### src/rtl/crc5_pkg.sv
// Shared constants, FIFO entry layout and tag-width helper for the CRC-5 scheduler.
package crc5_pkg;

    localparam int N   = 11;
    localparam int K   = 5;
    localparam int LAT = 10;
    localparam logic [4:0] CRC_POLY = 5'b00101;

    function automatic int tag_w(input int num_req);
        return (num_req > 1) ? $clog2(num_req) : 1;
    endfunction

    // Sized for the default four requesters; raise together with NUM_REQ.
    localparam int TAG_W = tag_w(4);

    typedef struct packed {
        logic [TAG_W-1:0] tag;
        logic [N-1:0]     data;
        logic [K-1:0]     crc;
    } res_entry_t;

endpackage

### src/rtl/crc5_res_fifo.sv
// Generic show-ahead synchronous FIFO; the head entry is visible on pop_data whenever empty=0.
module crc5_res_fifo #(
    parameter int WIDTH = 8,
    parameter int DEPTH = 8
) (
    input  logic             clk,
    input  logic             rst,
    input  logic             push,
    input  logic [WIDTH-1:0] push_data,
    input  logic             pop,
    output logic [WIDTH-1:0] pop_data,
    output logic             empty
);

    localparam int AW = (DEPTH > 1) ? $clog2(DEPTH) : 1;
    localparam int CW = $clog2(DEPTH + 1);

    logic [WIDTH-1:0] mem [DEPTH];
    logic [AW-1:0]    wr_ptr;
    logic [AW-1:0]    rd_ptr;
    logic [CW-1:0]    count;
    logic             full;
    logic             do_push;
    logic             do_pop;

    assign empty    = (count == '0);
    assign full     = (count == CW'(DEPTH));
    assign do_pop   = pop && !empty;
    assign do_push  = push && (!full || do_pop);
    assign pop_data = mem[rd_ptr];

    function automatic logic [AW-1:0] next_ptr(input logic [AW-1:0] p);
        return (p == AW'(DEPTH - 1)) ? '0 : p + AW'(1);
    endfunction

    // Storage carries no reset; empty masks stale contents.
    always_ff @(posedge clk) begin
        if (do_push) mem[wr_ptr] <= push_data;
    end

    always_ff @(posedge clk or posedge rst) begin
        if (rst) begin
            wr_ptr <= '0;
            rd_ptr <= '0;
            count  <= '0;
        end else begin
            if (do_push) wr_ptr <= next_ptr(wr_ptr);
            if (do_pop)  rd_ptr <= next_ptr(rd_ptr);
            case ({do_push, do_pop})
                2'b10:   count <= count + CW'(1);
                2'b01:   count <= count - CW'(1);
                default: count <= count;
            endcase
        end
    end

    overflow_chk: assert property (@(posedge clk) disable iff (rst) !(push && full && !pop));

endmodule

### src/rtl/crc5_sched.sv
// Round-robin, credit-limited issue into an external 10-stage CRC-5 datapath, with a
// tag/data sideband that re-joins each returning CRC and queues {tag, data, crc}.
module crc5_sched #(
    parameter int NUM_REQ = 4,
    parameter int N       = crc5_pkg::N,
    parameter int K       = crc5_pkg::K,
    parameter int LAT     = crc5_pkg::LAT,
    parameter int DEPTH   = 8,
    localparam int TW     = crc5_pkg::tag_w(NUM_REQ)
) (
    input  logic                 clk,
    input  logic                 rst,
    input  logic [NUM_REQ-1:0]   req_valid,
    input  logic [NUM_REQ*N-1:0] req_data,
    output logic [NUM_REQ-1:0]   req_ready,
    output logic [N+K-1:0]       crc_m,
    input  logic [K-1:0]         crc_in,
    output logic                 res_valid,
    input  logic                 res_ready,
    output logic [TW-1:0]        res_tag,
    output logic [N-1:0]         res_data,
    output logic [K-1:0]         res_crc
);

    import crc5_pkg::*;

    localparam int CW = $clog2(DEPTH + 1);

    logic [CW-1:0]      cnt;
    logic [TW-1:0]      rr;
    logic [NUM_REQ-1:0] grant;
    logic [TW-1:0]      gidx;
    logic [N-1:0]       sel_data;
    logic               accept;
    logic               pop;
    logic               fifo_empty;
    res_entry_t         push_e;
    res_entry_t         head_e;

    logic               sb_v    [0:LAT];
    logic [TW-1:0]      sb_tag  [0:LAT];
    logic [N-1:0]       sb_data [0:LAT];

    // Search starts just after the last winner, so a winner drops to lowest priority.
    always_comb begin
        logic          found;
        logic [TW-1:0] cand;
        grant = '0;
        gidx  = '0;
        found = 1'b0;
        cand  = '0;
        for (int j = 1; j <= NUM_REQ; j++) begin
            cand = TW'((int'(rr) + j) % NUM_REQ);
            if (!found && req_valid[cand]) begin
                grant[cand] = 1'b1;
                gidx        = cand;
                found       = 1'b1;
            end
        end
    end

    assign req_ready = grant & {NUM_REQ{(cnt != '0) && !rst}};
    assign accept    = |req_ready;
    assign pop       = res_valid && res_ready;
    assign sel_data  = req_data[int'(gidx)*N +: N];

    always_ff @(posedge clk or posedge rst) begin
        if (rst) begin
            cnt <= CW'(DEPTH);
            rr  <= TW'(NUM_REQ - 1);
        end else begin
            if (accept) rr <= gidx;
            case ({accept, pop})
                2'b10:   cnt <= cnt - CW'(1);
                2'b01:   cnt <= cnt + CW'(1);
                default: cnt <= cnt;
            endcase
        end
    end

    // Stage 0 loads in step with crc_m, so stage LAT meets crc_in on the same cycle.
    always_ff @(posedge clk or posedge rst) begin
        if (rst) begin
            crc_m <= '0;
            for (int s = 0; s <= LAT; s++) begin
                sb_v[s]    <= 1'b0;
                sb_tag[s]  <= '0;
                sb_data[s] <= '0;
            end
        end else begin
            crc_m      <= accept ? {sel_data, {K{1'b0}}} : '0;
            sb_v[0]    <= accept;
            sb_tag[0]  <= accept ? gidx : '0;
            sb_data[0] <= accept ? sel_data : '0;
            for (int s = 1; s <= LAT; s++) begin
                sb_v[s]    <= sb_v[s-1];
                sb_tag[s]  <= sb_tag[s-1];
                sb_data[s] <= sb_data[s-1];
            end
        end
    end

    always_comb begin
        push_e      = '0;
        push_e.tag  = sb_tag[LAT];
        push_e.data = sb_data[LAT];
        push_e.crc  = crc_in;
    end

    crc5_res_fifo #(
        .WIDTH ($bits(res_entry_t)),
        .DEPTH (DEPTH)
    ) u_fifo (
        .clk       (clk),
        .rst       (rst),
        .push      (sb_v[LAT]),
        .push_data (push_e),
        .pop       (res_ready),
        .pop_data  (head_e),
        .empty     (fifo_empty)
    );

    assign res_valid = !fifo_empty;
    assign res_tag   = res_valid ? head_e.tag  : '0;
    assign res_data  = res_valid ? head_e.data : '0;
    assign res_crc   = res_valid ? head_e.crc  : '0;

endmodule

### config.mk
export PLATFORM = sky130hd
export DESIGN_NAME = crc5_sched
export DESIGN_NICKNAME = d
export VERILOG_FILES = /design/src/rtl/crc5_pkg.sv /design/src/rtl/crc5_res_fifo.sv /design/src/rtl/crc5_sched.sv
export SDC_FILE = /design/constraint.sdc
export NUM_CORES = 1
export LEC_CHECK = 0
export BUFFER_PORTS_ARGS = -buffer_cell sky130_fd_sc_hd__buf_4
export CORE_MARGIN = 2
export CORE_UTILIZATION = 45
export DETAILED_ROUTE_END_ITERATION = 8
export PLACE_DENSITY = 0.61
export SLEW_MARGIN = 20
export SYNTH_ARGS = -nofsm -noshare
export SYNTH_HDL_FRONTEND = slang
export SYNTH_SLANG_ARGS = --single-unit
### constraint.sdc
create_clock -name clk -period 8 [get_ports clk]
set_clock_uncertainty 0.2 [all_clocks]
set_input_delay 0.4 -clock clk [delete_from_list [all_inputs] [get_ports clk]]
set_output_delay 0.4 -clock clk [all_outputs]
set_load 0.005 [all_outputs]
# ---- Word level (Yosys, flattened, before mapping)
# Memories as Yosys holds them, arrays and structs flattened.
# Index checks and enable logic that the tools add are counted.
dict set report word_totals {
  memories 1
  out_inout_bits 39
  regBits 186
  inputBits 56
  word_cells 132
  mem_bits_rw 144
}
# name words width read_ports rd_ports_with_merged_regs wr line
set mem_list {}
lappend mem_list {u_fifo.mem 8 18 1 0 1 crc5_res_fifo.sv:18} ;# logic [WIDTH-1:0] mem [DEPTH];
dict set report classes {
  bitwise_logic 4
  magnitude_cmp 8
  add_sub_neg 10
  multipliers 1
  n_mux 39
  shift 1
  n_eq_ne 7
  n_reduce_logical 22
}
# cell n
set ops {}
lappend ops {{$shiftx 44x7->11} 1}
lappend ops {{$mux 11} 2}
lappend ops {{$mux 16} 1}
lappend ops {{$mux 4} 4}
lappend ops {{$pmux 4 s2} 2}
lappend ops {{$mux 1} 13}
lappend ops {{$lt 2x3->1 const B} 4}
lappend ops {{$mux 2} 6}
lappend ops {{$or 4x4->4} 3}
lappend ops {{$logic_and 1x1->1} 10}
lappend ops {{$add 4x1->4 const B} 2}
lappend ops {{$bmux 1 s2} 4}
lappend ops {{$demux 1 s2} 4}
lappend ops {{$ge 2x1->1 const B} 4}
lappend ops {{$sub 4x1->4 const B} 2}
lappend ops {{$add 3x1->3 const B} 2}
lappend ops {{$eq 3x3->1 const B} 2}
lappend ops {{$logic_not 1->1} 6}
lappend ops {{$mul 2x4->6 const B} 1}
lappend ops {{$mux 3} 2}
lappend ops {{$mux 5} 1}
lappend ops {{$add 2x1->2 const B} 2}
lappend ops {{$add 2x2->2 const B} 2}
lappend ops {{$and 4x4->4} 1}
lappend ops {{other kinds (8)} 11}

# ---- Logic depth before layout (Yosys ltp)
# Gate-level depths: netlist of the first run.
dict set report logic_depth {
  depth_word 17
  mapped_depth 20
}

# ---- By module
# From an unflattened synthesis of the first run, not the netlist that was laid out.
dict set report unflattened {
  cells_unflattened 630
  hier_area_um2 11603.6
}
# mod cells_each area_each_um2 instances
set modules_own_cells {}
lappend modules_own_cells {crc5_res_fifo 278 6139.6 1}
lappend modules_own_cells {crc5_sched 352 5464.0 1}

# ---- Worst setup path after synthesis of the first run
# No wires, ideal clock.
dict set report synth_path {
  path_kind {input port to flip-flop}
  from {input rst}
  to {register cnt[3]}
  arrival_time_ps 6585
  path_buffers 2
  stages 13
  path_slack_ps 1132
  required_ps 7717
  path_cell_list {inv_1 o41ai_1 a41o_1 buf_6 buf_6 ha_1 inv_1 ha_1 a21o_1 a21oi_1 xnor2_1 nor2_1 xor2_1}
}
dict set report synth_between {
  elab_chain_len 6
}
# item line
set synth_rtl {}
lappend synth_rtl {{start, declared} crc5_sched.sv:12} ;# input logic rst,
lappend synth_rtl {{$logic_not 1->1 (no source line) (*)} --}
lappend synth_rtl {{$logic_and 1x1->1 (*)} crc5_sched.sv:62} ;# assign req_ready = grant & {NUM_REQ{(cnt != '0) && !rst}};
lappend synth_rtl {{$and 4x4->4 (*)} crc5_sched.sv:62}
lappend synth_rtl {{$reduce_or 4->1 (*)} crc5_sched.sv:63} ;# assign accept = |req_ready;
lappend synth_rtl {{$eq 2x1->1 / $eq 2x2->1 (equally long branches)} crc5_sched.sv:73} ;# case ({accept, pop})
lappend synth_rtl {{$pmux 4 s2 / $reduce_bool 2->1 (equally long branches)} --}
lappend synth_rtl {{end signal, assigned} crc5_sched.sv:74} ;# 2'b10: cnt <= cnt - CW'(1);
lappend synth_rtl {{end signal, assigned} crc5_sched.sv:75} ;# 2'b01: cnt <= cnt + CW'(1);
lappend synth_rtl {{end signal, assigned} crc5_sched.sv:76} ;# default: cnt <= cnt;
lappend synth_rtl {{end, declared} crc5_sched.sv:29} ;# logic [CW-1:0] cnt;
# Mark *: on every way between the ends. The rest lies on a longest branch, timed or not.
# A chain may end at the register's enable or synchronous reset.

# ---- Final worst setup path of the first run
dict set report layout_path {
  from {register rr[0]}
  to {register cnt[3]}
}
dict set report layout_between {
  elab_chain_len 17
}
# item line
set layout_rtl {}
lappend layout_rtl {{start, declared} crc5_sched.sv:30} ;# logic [TW-1:0] rr;
lappend layout_rtl {{start signal, assigned} crc5_sched.sv:70} ;# rr <= TW'(NUM_REQ - 1);
lappend layout_rtl {{start signal, assigned} crc5_sched.sv:72} ;# if (accept) rr <= gidx;
lappend layout_rtl {{branches (longest 12 deep; another with $lt 2x3->1)} --}
lappend layout_rtl {{$mux 4 (*)} crc5_sched.sv:54} ;# if (!found && req_valid[cand]) begin
lappend layout_rtl {{$and 4x4->4 (*)} crc5_sched.sv:62}
lappend layout_rtl {{$reduce_or 4->1 (*)} crc5_sched.sv:63}
lappend layout_rtl {{$eq 2x1->1 / $eq 2x2->1 (equally long branches)} crc5_sched.sv:73}
lappend layout_rtl {{$pmux 4 s2 / $reduce_bool 2->1 (equally long branches)} --}
# Mark *: on every way between the ends. The select of a mux whose other input is x is not followed.

==> results of run 1 <==
-- synthesized netlist by cell type (3+ instances only) --
cell	n	area [µm²]
mux2_2	13	146
buf_4	16	120
nand2b_1	7	43.8
a22oi_1	4	30.0
mux2_4	3	45.0
a21oi_1	11	55.1
dfrtp_1	167	4180
nor2_1	46	173
nor3_1	7	35.0
mux2i_1	35	350
a21o_1	4	30.0
clkbuf_1	8	30.0
a211oi_2	10	125
o21ai_0	5	25.0
a221oi_1	3	26.3
ha_1	17	213
buf_2	10	50.1
buf_6	6	67.6
edfxtp_1	144	4320
dfstp_2	3	78.8
nand2_1	20	75.1
inv_1	14	52.6
xnor2_1	5	43.8
mux4_2	36	811
-- cell type report --
type / count / area, µm²
Timing Repair Buffer: 109 / 838
Inverter: 14 / 57.6
Clock buffer: 47 / 936
Clock inverter: 11 / 163
Sequential cell: 314 / 8580
Fill cell: 1974 / 11500
Tap cell: 330 / 413
Multi-Input combinational cell: 269 / 2660
-- cell families after synthesis --
family                     count (synthesis)  share of synthesized area, %
adders and majority gates                 19                          2.19
buffers and inverters                     56                          2.86
AOI/OAI and AO/OA                         58                          4.04
other                                      1                        0.0325
muxes                                     90                          12.2
and+or+nand+nor                           90                          3.64
xor gates and xnor gates                   7                         0.532
DFF                                      314                          74.5
-- worst min-delay path, stage by stage --
cell and delay [ps]:
buf_4 110, mux2i_1 120, a211oi_1 90
-- power by group --
part / leakage, nW / internal (mW) / switching [mW]
Sequential: 3.52 / 2.17 / 0.247
Combinational: 1.61 / 0.769 / 0.794
Clock: 0.536 / 0.932 / 0.566
Total: 5.66 / 3.87 / 1.61
-- path summary, 6_finish.rpt --
check	slack, ps	startpoint	to	cells after the start
hold / removal	30	req_data[43]	crc_m[15]$_DFF_PP0_	3
hold reg to reg	140	sb_data[19]$_DFF_PP0_	push_e[13]$_DFF_PP0_	0
max in group asynchronous	5690	rst	u_fifo.rd_ptr[0]$_DFFE_PP0P_	4
setup / recovery	2340	rr[0]$_DFFE_PP1P_	cnt[3]$_DFFE_PP1P_	16
setup reg to reg	2340	rr[0]$_DFFE_PP1P_	cnt[3]$_DFFE_PP1P_	16
min in group asynchronous	360	rst	sb_data[99]$_DFF_PP0_	3
-- registers in the layout (all words and copies together) (netlist names) --
signal and count:
sb_v 11, u_fifo.rd_ptr 3, rr 2, sb_data 99
u_fifo.count 4, u_fifo.wr_ptr 3, u_fifo.mem 144, cnt 4
push_e 13, crc_m 11, sb_tag 20
-- layer usage --
metal  global-route usage, %  up-vias  wire (µm)
met3                    2.73       29        924
met1                    19.8     2799       8290
met2                    24.6      167       9320
met4                    4.03        0        374
li1                        -     2533          -
met5                       0        -          0
==> results.py, run 1 <==
metrics = {
    "worst_setup_path": {
        "path_buf_inv": 2,
        "crit_family": "compound AO/OA/AOI/OAI gates",
        "crit_slowest_cell": "a41o_1",
        "critPathCaptureType": "flip-flop",
        "startpoint_type": "flip-flop",
        "path_max_fanout": 20,
        "required_ps": 8260,
        "cp_cell_sequence": "inv_1, ha_1, mux2i_1, mux2i_1, or2_4, nor2_8, o21ai_0, a41o_1, ha_1, inv_1, ha_1, a21o_1, a21oi_1, xnor2_1, nor2_1, xor2_1",
        "timing.critical_path.mode_cell": "ha_1",
        "cp.arrival_ps": 5910,
        "max_stage_delay_ps": 850,
        "worstSetupPathType": "reg2reg",
    },
    "drt": {
        "drt_pass1_iterations": 6,
        "drc_errors": 0,
        "vias": 5528,
        "routed_wl_um": 18900,
        "ant_nets": 0,
        "drtIter0Drc": 390,
        "wire_per_inst_um": 17.3,
        "vias_per_cell": 5.05,
    },
    "die": {
        "die_area_um2": 26900,
        "start_util_pct": 45.8,
        "die_h_um": 164,
        "fp.dieW_um": 164,
        "core_area_um2": 25200,
        "pin_count": 95,
        "row_count": 58,
    },
    "logic_synthesis": {
        "syn_area_per_cell_um2": 18.1,
        "netlist_area_um2": 11500,
        "ys_types": 58,
        "ys_warn_count": 0,
        "ys_seq_area_share_pct": 74.5,
        "synthFlopType": "dfrtp_1",
        "synthArstFlopShare_pct": 54.1,
        "synth_edf_count": 144,
        "syn_inst": 635,
        "ys_ff_latch": 314,
    },
    "grt": {
        "overflow": 0,
        "grt_use_total_pct": 14.6,
        "grt_pass1_vias": 5805,
        "grt_max_degree": 91,
        "antenna_found_initial": 0,
        "grt_pass1_wl_um": 30800,
    },
    "pwr": {
        "total_power_mw": 5.48,
        "p_leak_nw": 5.66,
        "peakVddDrop_uv": 202,
        "powerDensity_nw_per_um2": 401,
    },
    "cells_and_area": {
        "fin_nets": 814,
        "diodes": 0,
        "fin_util_pct": 54.2,
        "design_area_um2": 13700,
        "area_delta_synth_final_pct": 18.4,
        "final_cell_mix": "dfrtp_1 (165), edfxtp_1 (144), buf_4 (101), nor2_1 (46), mux4_2 (36)",
        "drive_gt1_share_pct": 30.6,
        "final_cells": 1094,
        "mostFrequentLayoutCell": "dfrtp_1",
    },
    "timing": {
        "finalSetupViolations": 0,
        "period_share_pct": 70.7,
        "period_minus_slack_ps": 5660,
        "fin_ws_ps": 2340,
        "timing.fmax_mhz": 177,
        "fin_hold_ws_ps": 26.3,
        "fin_setup_tns_ps": 0,
        "relSlewSlack_pct": 27.8,
        "worst_pin_slew_ps": 1080,
        "maxSlewViolCount": 0,
        "rsz0062_at_grt": "false",
        "hold_viol_final": 0,
    },
    "clock_network": {
        "clock_sinks": 314,
        "holdBufCountCts": 8,
        "cts_tree": "done",
        "cts_resized": 0,
        "clock_latency_ps": 550,
        "clk_pin_slew_ps": 60,
        "clock_path_buffers": 3,
        "root_buffer": "clkbuf_16",
        "cts_inserted_buffers": 31,
        "htreeDepth": 1,
        "postCtsSetupRepairBufs": 0,
    },
    "job": {
        "maxCapViolCount": 0,
    },
    "place": {
        "placedCellCount": 1028,
        "hpwl_um": 10800,
        "dpl_worst_slack_ps": 2390,
        "io_buffers": 89,
        "gp_routability_congestion": 0.780,
        "place_area_um2": 12500,
    },
    "worst_hold_path": {
        "hp-class": "in2reg",
    },
    "outcome": {
        "status": "finished clean",
    },
}
Note: power is estimated with default switching activity, not from simulation.
==> inputs of run 2 (changes only) <==
- PLACE_DENSITY: 0.61 -> 0.63
- clock period: 8 -> 5.08 ns (I/O delays scaled with it)
==> results.py, run 2 (synthesis results as in run 1) <==
metrics = {
    "worst_hold_path": {
        "hold_path_end": "crc_m[15]$_DFF_PP0_",
        "min-delay-start": "req_data[21]",
        "min_path_cells": 4,
        "hp-class": "in2reg",
    },
    "drt": {
        "drtIter0Drc": 380,
        "route.met2.wl_um": 10000,
        "drc_errors": 0,
        "vias_per_cell": 5.05,
        "vias": 5685,
        "routed.top_layer": "met4",
        "routed_wl_um": 19700,
        "wire_per_inst_um": 17.5,
        "routed-wl-met3_um": 1010,
        "met1_length_um": 8320,
        "ant_nets": 0,
        "drt_pass1_iterations": 4,
    },
    "clock_network": {
        "clock_latency_ps": 540,
        "clock_path_buffers": 3,
        "cts_tree": "done",
        "clock_sinks": 314,
        "clk_pin_slew_ps": 60,
        "root_buffer": "clkbuf_16",
        "htreeDepth": 1,
        "cts_inserted_buffers": 30,
    },
    "grt": {
        "grt_pass1_wl_um": 32100,
        "grt_pass1_vias": 6006,
        "grt_max_degree": 81,
        "grt_use_total_pct": 15.2,
        "antenna_found_initial": 0,
        "overflow": 0,
    },
    "pwr": {
        "peakVddDrop_uv": 429,
        "pwr-share-clk_pct": 26.0,
        "swShare_pct": 29.5,
        "p_seq_share_pct": 44.4,
        "p_comb_share_pct": 29.6,
        "power.internal_mw": 6.15,
        "powerDensity_nw_per_um2": 626,
        "total_power_mw": 8.73,
        "p_leak_nw": 5.80,
        "p_sw_mw": 2.58,
    },
    "timing": {
        "worst_pin_slew_ps": 1000,
        "timing.fmax_mhz": 210,
        "period_minus_slack_ps": 4770,
        "hold_viol_final": 0,
        "rsz0062_at_grt": "false",
        "period_share_pct": 93.9,
        "fin_hold_ws_ps": 12.9,
        "maxSlewViolCount": 0,
        "finalSetupViolations": 0,
        "fin_ws_ps": 312,
        "relSlewSlack_pct": 33.1,
        "fin_setup_tns_ps": 0,
    },
    "worst_setup_path": {
        "cp.arrival_ps": 4990,
        "r2r-end": "crc_m[9]$_DFF_PP0_",
        "r2r_slack_ps": 310,
        "required_ps": 5300,
        "crit_slowest_cell": "dfstp_2",
        "cp_cell_sequence": "inv_1, ha_1, mux2i_1, a21boi_1, o211ai_1, nand2_4, mux2i_1, dlygate4sd3_1, a211oi_2, dlygate4sd3_1",
        "reg2reg_from": "rr[0]$_DFFE_PP1P_",
        "max_stage_delay_ps": 800,
        "crit_family": "buffers and inverters",
        "startpoint_type": "flip-flop",
        "path_buf_inv": 3,
        "reg2reg_depth": 10,
        "worstSetupPathType": "reg2reg",
        "path_max_fanout": 23,
        "critPathCaptureType": "flip-flop",
    },
    "cells_and_area": {
        "final_cells": 1125,
        "area_delta_synth_final_pct": 20.9,
        "diodes": 0,
        "final_cell_mix": "dfrtp_1 (165), edfxtp_1 (144), buf_4 (103), nor2_1 (46), dlygate4sd3_1 (38)",
        "mostFrequentLayoutCell": "dfrtp_1",
        "regMostFlops": "u_fifo.mem",
        "drive_gt1_share_pct": 30.1,
        "largest_reg_flops": 144,
        "reg_top3": "u_fifo.mem (144), sb_data (99), sb_tag (20)",
        "fin_nets": 846,
    },
    "die": {
        "core_area_um2": 25200,
        "fp.dieW_um": 164,
        "row_count": 58,
        "pin_count": 95,
        "die_area_um2": 26900,
        "die_h_um": 164,
        "start_util_pct": 45.8,
    },
    "place": {
        "io_buffers": 89,
        "placedCellCount": 1031,
        "hpwl_um": 12200,
        "dpl_worst_slack_ps": 223,
        "gp_routability_congestion": 0.808,
    },
    "job": {
        "maxCapViolCount": 0,
    },
    "outcome": {
        "status": "finished clean",
    },
}
-- run 2: timing repair --
item                                    in CTS  in global routing
resized for setup                            0                  3
endpoints found under the hold margin       83                  0
setup buffers                                0                  0
endpoints found under the setup margin       0                  9
hold buffers                                38                  0
-- run 2: tightest hold or removal path, cell delays in order --
cell and delay (ps):
buf_4 70, mux2_2 130, nor2_1 40, a211oi_1 200
-- run 2: area by class of cell --
cell class | instances | area, µm²
Fill cell | 1945 | 11200
Clock inverter | 11 | 108
Timing Repair Buffer | 142 | 1160
Sequential cell | 314 | 8580
Inverter | 14 | 56.3
Clock buffer | 45 | 942
Tap cell | 330 | 413
Multi-Input combinational cell | 269 | 2670
-- run 2: layer usage --
metal	GRT usage (%)	vias up
li1	-	2586
met1	19.9	2910
met2	26.6	155
met3	2.95	34
met4	3.59	0
met5	0	-
-- run 2: how the worst max path moves through the flow --
stage	from	endpoint	slack (ps)	depth (start not counted)
2_1_floorplan	rst	cnt[3]$_DFFE_PP1P_	5	13
3_3_place_gp	rr[0]$_DFFE_PP1P_	cnt[3]$_DFFE_PP1P_	630	16
3_5_place_dp	rr[0]$_DFFE_PP1P_	cnt[3]$_DFFE_PP1P_	220	16
4_1_cts	rr[0]$_DFFE_PP1P_	crc_m[10]$_DFF_PP0_	170	10
5_1_grt	rr[0]$_DFFE_PP1P_	cnt[3]$_DFFE_PP1P_	30	16
6_report	rr[0]$_DFFE_PP1P_	crc_m[9]$_DFF_PP0_	310	10
-- run 2: stage by stage --
stage	utilization, %	instance area [µm²]
2_1_floorplan	-	11600
3_3_place_gp	49.6	12500
4_1_cts	55.3	13900
6_report	55.3	13900
3_5_place_dp	49.6	12500
5_1_grt	55.3	13900
-- run 2: power groups by stage --
stage               Combinational (mW)  Sequential (mW)  Clock, mW
CTS                               2.60             3.90       2.33
detailed placement                2.45             3.94          0
global placement                  2.35             3.88          0
global route                      2.84             3.97       2.44
finish                            2.58             3.87       2.27
floorplan                         1.98             3.66          0
==> inputs of run 3 (changes only) <==
- SKIP_CTS_REPAIR_TIMING: default -> 1
- SYNTH_HIERARCHICAL: default -> 1
==> results.py, run 3 <==
metrics = {
    "outcome": {
        "status": "finished clean",
    },
    "die": {
        "fp.dieW_um": 165,
        "core_area_um2": 25300,
        "row_count": 58,
        "pin_count": 95,
        "die_h_um": 165,
        "die_area_um2": 27100,
        "start_util_pct": 45.9,
    },
    "place": {
        "hpwl_um": 11800,
        "gp_routability_congestion": 0.746,
        "io_buffers": 89,
    },
    "worst_setup_path": {
        "startpoint_type": "flip-flop",
        "required_ps": 5330,
        "path_max_fanout": 23,
        "cp.arrival_ps": 4990,
        "max_stage_delay_ps": 780,
        "cp_cell_sequence": "inv_1, ha_1, inv_1, mux2i_1, mux2_2, a221o_1, o41ai_4, ha_1, inv_1, ha_1, a21o_1, a21oi_1, xnor2_1, nor2_1, xor2_1",
        "crit_slowest_cell": "dfstp_2",
        "worstSetupPathType": "reg2reg",
        "critPathCaptureType": "flip-flop",
    },
    "drt": {
        "route.met2.wl_um": 10500,
        "met1_length_um": 8450,
        "vias_per_cell": 5.11,
        "routed-wl-met3_um": 1040,
        "drc_errors": 0,
        "ant_nets": 0,
        "drtIter0Drc": 387,
        "vias": 5679,
        "routed_wl_um": 20300,
        "wire_per_inst_um": 18.3,
        "drt_pass1_iterations": 4,
        "routed.top_layer": "met4",
    },
    "logic_synthesis": {
        "ys_seq_area_share_pct": 74.0,
        "synth_area_leaders": "edfxtp_1 (37%), dfrtp_1 (36%), mux4_2 (7.2%)",
        "yosysTopAreaCellShare_pct": 37.3,
        "ys_types": 63,
        "syn_inst": 630,
        "ys_ff_latch": 314,
        "syn_area_per_cell_um2": 18.4,
        "synth_edf_count": 144,
        "synth_common_cells": "dfrtp_1 (167), edfxtp_1 (144), mux4_2 (37)",
        "yosysTopAreaCell": "edfxtp_1",
        "netlist_area_um2": 11600,
        "synthArstFlopShare_pct": 54.1,
        "ys_warn_count": 6,
        "synthMostInstantiatedCell": "dfrtp_1",
        "synthFlopType": "dfrtp_1",
    },
    "clock_network": {
        "clk_pin_slew_ps": 60,
        "cts_inserted_buffers": 30,
        "htreeDepth": 1,
        "clock_path_buffers": 3,
        "clock_sinks": 314,
        "clock_latency_ps": 540,
        "root_buffer": "clkbuf_16",
        "cts_tree": "done",
    },
    "pwr": {
        "peakVddDrop_uv": 382,
        "p_leak_nw": 5.75,
        "powerDensity_nw_per_um2": 598,
    },
    "grt": {
        "grt_max_degree": 124,
        "antenna_found_initial": 0,
        "grt_pass1_wl_um": 31700,
        "grt_use_total_pct": 15.2,
        "grt_pass1_vias": 5896,
        "overflow": 0,
    },
    "timing": {
        "worst_pin_slew_ps": 1050,
        "finalSetupViolations": 0,
        "rsz0062_at_grt": "false",
        "hold_viol_final": 0,
        "timing.fmax_mhz": 211,
        "period_minus_slack_ps": 4730,
        "fin_setup_tns_ps": 0,
        "maxSlewViolCount": 0,
        "period_share_pct": 93.2,
        "fin_hold_ws_ps": 10.6,
        "relSlewSlack_pct": 30.2,
    },
    "cells_and_area": {
        "largest_reg_flops": 144,
        "diodes": 0,
        "regMostFlops": "u_fifo/mem",
        "mostFrequentLayoutCell": "dfrtp_1",
        "final_cell_mix": "dfrtp_1 (165), edfxtp_1 (144), buf_4 (104), mux4_2 (37)",
        "fillers": 1956,
        "reg_top3": "u_fifo/mem (144), sb_data (99), sb_tag (20)",
        "fin_nets": 834,
        "drive_gt1_share_pct": 32.1,
        "area_delta_synth_final_pct": 19.6,
        "fin_util_pct": 54.9,
    },
    "worst_hold_path": {
        "hp-class": "in2reg",
    },
    "job": {
        "maxCapViolCount": 0,
    },
}
run 3: layout make-up:
class                           count  area [µm²]  area share [%]
Sequential cell                   314        8580            61.9
Multi-Input combinational cell    262        2760            19.9
Timing Repair Buffer              133        1070            7.72
Clock buffer                       34         807            5.82
Tap cell                          330         413            2.98
Clock inverter                     22         166            1.20
Inverter                           17        71.3           0.514
run 3: routing by layer:
layer	vias up	track usage, %
met5	-	0
met4	0	3.12
met3	34	3.09
met2	155	27.0
met1	2912	19.5
li1	2578	-
run 3: cells by family (layout without fill, tap and decap cells):
| logic type | count (synthesis) | count (layout) | synth area share (%) |
|---|---|---|---|
| flops | 314 | 314 | 74.0 |
| mux | 92 | 92 | 12.5 |
| simple gates | 88 | 88 | 4.08 |
| buf+inv | 58 | 206 | 2.80 |
| compound gates | 51 | 51 | 3.87 |
| fa+ha+maj | 20 | 20 | 2.29 |
| xor+xnor | 6 | 6 | 0.453 |
| other cells | 1 | 5 | 0.0323 |
run 3: worst paths after layout:
check / startpoint / endpoint / slack [ps] / cells after the start
max: rr[0]$_DFFE_PP1P_ / cnt[3]$_DFFE_PP1P_ / 350 / 15
min: req_data[21] / crc_m[15]$_DFF_PP0_ / 10 / 4
max reg2reg: rr[0]$_DFFE_PP1P_ / cnt[3]$_DFFE_PP1P_ / 350 / 15
min reg2reg: sb_data[31]$_DFF_PP0_ / sb_data[20]$_DFF_PP0_ / 130 / 0
max in group asynchronous: rst / sb_data[63]$_DFF_PP0_ / 3400 / 4
min in group asynchronous: rst / u_fifo/count[0]$_DFFE_PP0P_ / 130 / 3
run 3: per-stage QoR:
| step | power [mW] | std cells | worst slack, ps | area [µm²] |
|---|---|---|---|---|
| floorplan | 5.38 | 634 | 311 | 11600 |
| global placement | 6.04 | 1027 | 665 | 12600 |
| detailed placement | 6.20 | 1027 | 397 | 12600 |
| CTS | 8.35 | 1083 | 392 | 13600 |
| global route | 8.79 | 1112 | 35.3 | 13900 |
| finish | 8.30 | 1112 | 347 | 13900 |
run 3: critical path, delay by kind of cell (launching register included):
kind	cells	cell delay, ps
compound gates	4	930
fa+ha+maj	3	930
buf+inv	3	450
flops	1	780
mux	2	970
simple gates	1	120
xor+xnor	2	260
run 3: power breakdown:
group / leakage (nW) / internal, mW / total, mW / switching [mW]
Clock: 0.485 / 1.24 / 2.13 / 0.890
Sequential: 3.55 / 3.31 / 3.74 / 0.431
Combinational: 1.72 / 1.31 / 2.43 / 1.13
